--- src/rtl/stream_packer.sv ---
// stream_packer: narrow-to-wide valid/ready packer. Gathers LANES beats of
// DATAW bits into one wide word with per-lane keep and frame-last marking.
// A frame ending early (last_in) produces a short word with upper lanes zero.
// Optional feature: define STREAM_PACKER_STATS_EN to add a 16-bit frame_count
// output that counts popped words carrying last_out (wraps at 0xFFFF).
module stream_packer #(
  parameter int unsigned DATAW = 8,
  parameter int unsigned LANES = 4
) (
  input  logic                   clk,
  input  logic                   reset,
  input  logic                   valid_in,
  input  logic [DATAW-1:0]       data_in,
  input  logic                   last_in,
  output logic                   ready_in,
  output logic                   valid_out,
  output logic [DATAW*LANES-1:0] data_out,
  output logic [LANES-1:0]       keep_out,
  output logic                   last_out,
  input  logic                   ready_out
`ifdef STREAM_PACKER_STATS_EN
  ,
  output logic [15:0]            frame_count
`endif
);

  localparam int unsigned IDXW = (LANES > 1) ? $clog2(LANES) : 1;
  localparam int unsigned ACCL = LANES - 1;

  typedef enum logic {FILL, HOLD} state_t;

  state_t                        state_q, state_d;
  logic [IDXW-1:0]               idx_q, idx_d;
  logic [ACCL-1:0][DATAW-1:0]    acc_q, acc_d;
  logic [ACCL-1:0]               akeep_q, akeep_d;

  logic [LANES-1:0][DATAW-1:0]   dout_q;
  logic [LANES-1:0]              keep_q;
  logic                          last_q;

  logic [LANES-1:0][DATAW-1:0]   word_c;
  logic [LANES-1:0]              wkeep_c;
  logic                          push_c;
  logic                          pop_c;
  logic                          complete_c;

  // Handshakes; a held word blocks input unless it leaves this cycle
  assign valid_out  = (state_q == HOLD);
  assign ready_in   = !valid_out || ready_out;
  assign push_c     = valid_in && ready_in;
  assign pop_c      = valid_out && ready_out;
  assign complete_c = (idx_q == IDXW'(ACCL)) || last_in;

  assign data_out = dout_q;
  assign keep_out = keep_q;
  assign last_out = last_q;

  // Assemble the outgoing word: filled lanes from acc, current beat at idx, rest zero
  always_comb begin
    word_c  = '0;
    wkeep_c = '0;
    for (int unsigned k = 0; k < ACCL; k++) begin
      word_c[k]  = akeep_q[k] ? acc_q[k] : '0;
      wkeep_c[k] = akeep_q[k];
    end
    for (int unsigned k = 0; k < LANES; k++) begin
      if (IDXW'(k) == idx_q) begin
        word_c[k]  = data_in;
        wkeep_c[k] = 1'b1;
      end
    end
  end

  // Next-state: lane accumulation and FILL/HOLD transitions
  always_comb begin
    state_d = state_q;
    idx_d   = idx_q;
    acc_d   = acc_q;
    akeep_d = akeep_q;
    if (push_c && complete_c) begin
      idx_d   = '0;
      acc_d   = '0;
      akeep_d = '0;
      state_d = HOLD;
    end else begin
      if (push_c) begin
        for (int unsigned k = 0; k < ACCL; k++) begin
          if (IDXW'(k) == idx_q) begin
            acc_d[k]   = data_in;
            akeep_d[k] = 1'b1;
          end
        end
        idx_d = idx_q + IDXW'(1);
      end
      if (pop_c) begin
        state_d = FILL;
      end
    end
  end

  // State and accumulator registers
  always_ff @(posedge clk or negedge reset) begin
    if (!reset) begin
      state_q <= FILL;
      idx_q   <= '0;
      acc_q   <= '0;
      akeep_q <= '0;
    end else begin
      state_q <= state_d;
      idx_q   <= idx_d;
      acc_q   <= acc_d;
      akeep_q <= akeep_d;
    end
  end

  // Output word register, loaded on a completing push and held otherwise
  always_ff @(posedge clk or negedge reset) begin
    if (!reset) begin
      dout_q <= '0;
      keep_q <= '0;
      last_q <= 1'b0;
    end else if (push_c && complete_c) begin
      dout_q <= word_c;
      keep_q <= wkeep_c;
      last_q <= last_in;
    end
  end

`ifdef STREAM_PACKER_STATS_EN
  // Count frames leaving the packer
  always_ff @(posedge clk or negedge reset) begin
    if (!reset) begin
      frame_count <= '0;
    end else if (pop_c && last_q) begin
      frame_count <= frame_count + 16'd1;
    end
  end
`endif

endmodule

--- config.mk ---
export PLATFORM = sky130hd
export DESIGN_NAME = stream_packer
export DESIGN_NICKNAME = d
export VERILOG_FILES = /design/src/rtl/stream_packer.sv
export SDC_FILE = /design/constraint.sdc
export NUM_CORES = 1
export LEC_CHECK = 0
export CAP_MARGIN = 20
export CORE_ASPECT_RATIO = 1.1
export CORE_MARGIN = 2
export CORE_UTILIZATION = 47
export CTS_CLUSTER_DIAMETER = 50
export CTS_CLUSTER_SIZE = 12
export DETAILED_ROUTE_END_ITERATION = 8
export GPL_ROUTABILITY_DRIVEN = 0
export PLACE_DENSITY = 0.75
export SETUP_SLACK_MARGIN = 0.1
export SLEW_MARGIN = 10
export SYNTH_ARGS = -nofsm -noshare
export SYNTH_HDL_FRONTEND = slang
export SYNTH_SLANG_ARGS = --single-unit
--- constraint.sdc ---
create_clock -name clk -period 1.36 [get_ports clk]
set_input_delay 0.272 -clock clk [delete_from_list [all_inputs] [get_ports clk]]
set_output_delay 0.272 -clock clk [all_outputs]
set_load 0.005 [all_outputs]
Word level (Yosys, flattened, before mapping)

Index checks and enable logic that the tools add are counted.

Equal/unequal tests: 4
Reduce and logical (&&, ||, !) cells: 15
Multiplexer cells: 22
$add $sub $neg: 1

Operators with widths:

| kind                                                           | count |
|---|---|
| 8-bit 2-to-1 mux                                               | 10 |
| 24-bit 2-to-1 mux                                              | 2 |
| 2-bit nonzero test                                             | 5 |
| 1-bit 2-to-1 mux                                               | 6 |
| 3-bit 2-to-1 mux                                               | 2 |
| 2-bit AND reduction                                            | 3 |
| 2-bit == test, first input constant                            | 2 |
| 2-bit 2-to-1 mux                                               | 2 |
| 1-bit logical AND                                              | 3 |
| 2-bit by 1-bit adder with 2-bit output, second input constant  | 1 |
| 1-bit by 2-bit == test with 1-bit output, first input constant | 1 |
| 2-bit == test, second input constant                           | 1 |
| 2-bit zero test                                                | 1 |
| 1-bit logical OR                                               | 2 |
| 1-bit zero test                                                | 1 |

Output and inout bits: 39
Register bits: 67
Word-level logic and storage cells: 54
Input bits: 13

Depth between registers and ports, before layout

Depth in word-level cells: 6
Mapped depth: 6
Depth with buffers taken out: 5

Worst setup path after synthesis

OpenSTA, ideal clock, no wires.

Path kind: flip-flop to flip-flop
From: register idx_q[0]
To: register dout_q (netlist bit data_out[21])
Data required time: 1.232 ns
Buffers on the path: 1
Library setup time: 0.128 ns
Clock period less this slack: 1.497 ns
Stages on the path, launching flop included: 6
Path slack: -0.137 ns
Arrival time: 1.369 ns
Cell sequence: dfrtp_1 ha_1 nor2_4 nor3_4 buf_2 mux2_1

Longest elaborated chain between the ends: 3
Elaborated cells between the ends (all ways): 5
Classes of those cells: eq/ne: 2; mux: 1; reduce/logical: 2

Ends and longest elaborated chain:

| what                   | line | source |
|---|---|---|
| from (decl)            | 33   | `logic [IDXW-1:0] idx_q, idx_d;` |
| from (signal assigned) | 110  | `idx_q <= idx_d;` |
| 2-bit == test          | 52   | `assign complete_c = (idx_q == IDXW'(ACCL)) \|\| last_in;` |
| 1-bit logical OR       | 52   |  |
| 1-bit logical AND      | 122  | `end else if (push_c && complete_c) begin` |
| to (signal assigned)   | 123  | `dout_q <= word_c;` |
| to (decl)              | 37   | `logic [LANES-1:0][DATAW-1:0] dout_q;` |

Parallel ways exist; a longest one is shown, timed or not.
A chain may end at the register's enable or synchronous reset.

Worst setup path in the final report

From: register idx_q[0]
To: register dout_q (netlist bit data_out[6])

The elaborated chain is that of the path after synthesis.

==> metrics.txt <==
worst r2r path cells 6; Cell variety after synth 28; final hold viol count 0; Avg Inst Size Synth approximately 11 um2; htree depth 3; post-route clock period utilization 117%; Required @ worst endpoint approximately 1.6 ns; final hold slack 0.444 ns; chip height 88.1 um; Total Nets Final 397; highest net fanout along the worst path 8; Logic pwr share 40.4%; DP Worst Slack -0.409 ns; P_sw 0.00236 W; Post-Syn Nets approximately 280; Worst EP arrival ~1.8 ns; final instance area roughly 4800 um2; TritonCTS clock tree yes; die footprint approximately 7100 um2; cell internal pwr 0.00493 W; initial antenna violation count 0; Post-synth EDFFs 0; Post-Route WL 9950 um; most frequent cell after synthesis dfrtp_1; sequential area share after synthesis between 50% and 60%; Setup CP Type reg2reg; drt first pass iters 4; PortBufs a little over 50; status complete, but fails checks; crit-path max cell delay between 0.4 and 0.5 ns; Initial Util about half; Synth Instances ~270; startpoint types flip-flop; Synth top area share 55.5%; vias in the first global route between 2,000 and 3,000; die width approximately 80 um; DRC viols 0; Final Max Tran Viols 0; Core Region 6190 um2; CTS root buf clkbuf_8; power per cell area approximately 1500 nW/um2; Crit path max-delay family flip-flops; Yosys top cell by area dfrtp_1; Max-Slew Margin vs Limit approximately 73%; clock share of power between 20% and 30%; max-cap viol count 0; ys async rst share 100%; reg2reg end data_out[6]; FF+latch count, synth 67; peak supply drop 0.000891 V; slowest cell on the critical path dfrtp_2; critical path cell sequence inv_2, ha_4, nor2b_1, buf_4, a22o_1, mux2_2; number of diodes 0; Synth warnings 0; setup ws final -0.232 ns; Total GRT Usage 25.2%; failing checks setup timing; Main synth FF type dfrtp_1; Rows 30; Slew @ Worst Pin just under 0.4 ns; min Tclk post-route 1.59 ns; worst r2r src idx_q[0]; via count about 2,800; DR vias/cell between 5 and 6; number of primary I/O pins 52; Post-DRT Antenna Nets 0; layout cells sized above 1 47.0%; GR Overflow Total 0; clock latency on the worst-skew pair around 0.35 ns; RSZ-0062 raised after global routing yes; synthesis-to-layout area growth 58.9%; dominant cells by area after synthesis dfrtp_1 56%, a22o_1 9.0%, mux2_2 8.6%, o21ai_0 5.0%, a21oi_1 4.6%; Post-DP Area ~3800 um2; Clock Sinks 67; fmax 628 MHz; largest net degree at the start of global routing 68; number of buffers and inverters on the critical path 2; synth cell count leaders 67 x dfrtp_1, 31 x a22o_1, 30 x o21ai_0; HP Class in2async; Routed WL per cell about 21 um; Seq pwr share a little under two fifths; mapped cell area 3020 um2; Setup crit end kind flip-flop; DR iter-0 viols about 330; Post-DP HPWL 4860 um; sw frac between 30% and 40%; Worst Skew just under 0.009 ns; first-pass GRT wire length roughly 13,000 um; Worst R2R Setup Slack -0.23 ns; clock buffer count from CTS 9; Worst-path clk slew ~0.08 ns; Pleak 2.16 nW; Clock Tree Buf Depth 2; final setup fails 65
-- registers in the layout, summed over array words and instances (netlist names) --
name       cells
last_out       1
valid_out      1
idx_q          2
keep_out       4
akeep_q        3
data_out      32
acc_q         24
-- routing by layer --
layer  GRT usage [%]  part of all wire, %
met1            33.7                   39
met2            40.0                   49
met3            4.23                  7.9
met4            12.6                  4.8
met5               0                    0
-- cells in the final DEF, fill, tap and decap left out, types with 3 or more instances in the layout --
master | Yosys | layout
buf_4 | 4 | 44
clkdlybuf4s50_1 | 0 | 11
nand3_2 | 0 | 7
a21oi_1 | 28 | 3
o21ai_1 | 0 | 18
o21ai_2 | 0 | 6
nor2_1 | 6 | 5
mux2_4 | 0 | 23
ha_4 | 0 | 4
a21oi_2 | 0 | 22
clkdlybuf4s15_1 | 0 | 36
nand3_1 | 25 | 18
o21ai_0 | 30 | 6
and2_4 | 0 | 4
o31ai_2 | 0 | 3
clkbuf_8 | 0 | 11
buf_6 | 2 | 15
a22o_1 | 31 | 31
clkbuf_2 | 0 | 3
dfrtp_1 | 67 | 65
a21oi_4 | 0 | 3
nand2_2 | 0 | 4
buf_12 | 0 | 4
clkbuf_16 | 0 | 3
inv_2 | 2 | 4
nand2_1 | 7 | 3
-- worst max path at each step --
stage,to,slack [ns],cells after the start,startpoint
floorplan,data_out[0],-0.12,5,idx_q[0]
global placement,data_out[15],-0.39,5,valid_in
detailed placement,data_out[18],-0.41,5,ready_out
CTS,acc_q[7],-0.18,7,idx_q[0]
global route,data_out[6],-0.26,6,idx_q[1]
finish,data_out[6],-0.23,6,idx_q[0]
-- worst reg2reg max path, cell delays in order (launching register included) --
cell and delay (ns):
dfrtp_2 0.46, inv_2 0.14, ha_4 0.17, nor2b_1 0.04, buf_4 0.16, a22o_1 0.23, mux2_2 0.27
-- per-stage QoR --
step | total power (W) | utilization, % | cells | setup TNS [ns]
after global placement | 0.00477 | 61.5 | 412 | -21.76
after global routing | 0.00761 | 77.5 | 465 | -11.38
after detailed placement | 0.00485 | 61.5 | 412 | -22.98
after CTS | 0.00654 | 69.8 | 457 | -8.17
final | 0.00729 | 77.5 | 465 | -8.68
after floorplan | 0.00376 | - | 266 | -2.82
-- cells by family (layout without fill, tap and decap cells) --
family,count (synthesis),in the layout,share of synthesized area (%)
simple gates,50,53,9.16
fa+ha+maj,4,4,1.66
compound gates,94,94,19.9
mux,24,24,8.95
flops,67,67,55.5
buf+inv,27,143,4.77
-- final cells by class --
cell class / count / area, um2
clock inverter: 4 / 25.0
timing repair buffer: 122 / 1240
tap: 80 / 100
sequential: 67 / 1680
clock buffer: 12 / 155
multi-input combinational: 175 / 1580
inverter: 5 / 18.8
fill: 348 / 1400
-- repair_timing --
action	in CTS	in global routing
gates resized for setup	102	119
endpoints found under the hold margin	67	0
hold buffers	1	0
pin swaps	1	11
cloned	3	7
setup buffers	25	3
setup endpoints to repair	104	72
-- power groups by stage --
| stage | clock network, W | registers [W] | logic [W] |
|---|---|---|---|
| finish | 0.00155 | 0.00280 | 0.00294 |
| global route | 0.00164 | 0.00285 | 0.00312 |
| CTS | 0.00153 | 0.00273 | 0.00227 |
| detailed placement | 0 | 0.00278 | 0.00206 |
| global placement | 0 | 0.00276 | 0.00200 |
| floorplan | 0 | 0.00276 | 0.000995 |
Note: power is estimated with default switching activity, not from simulation.
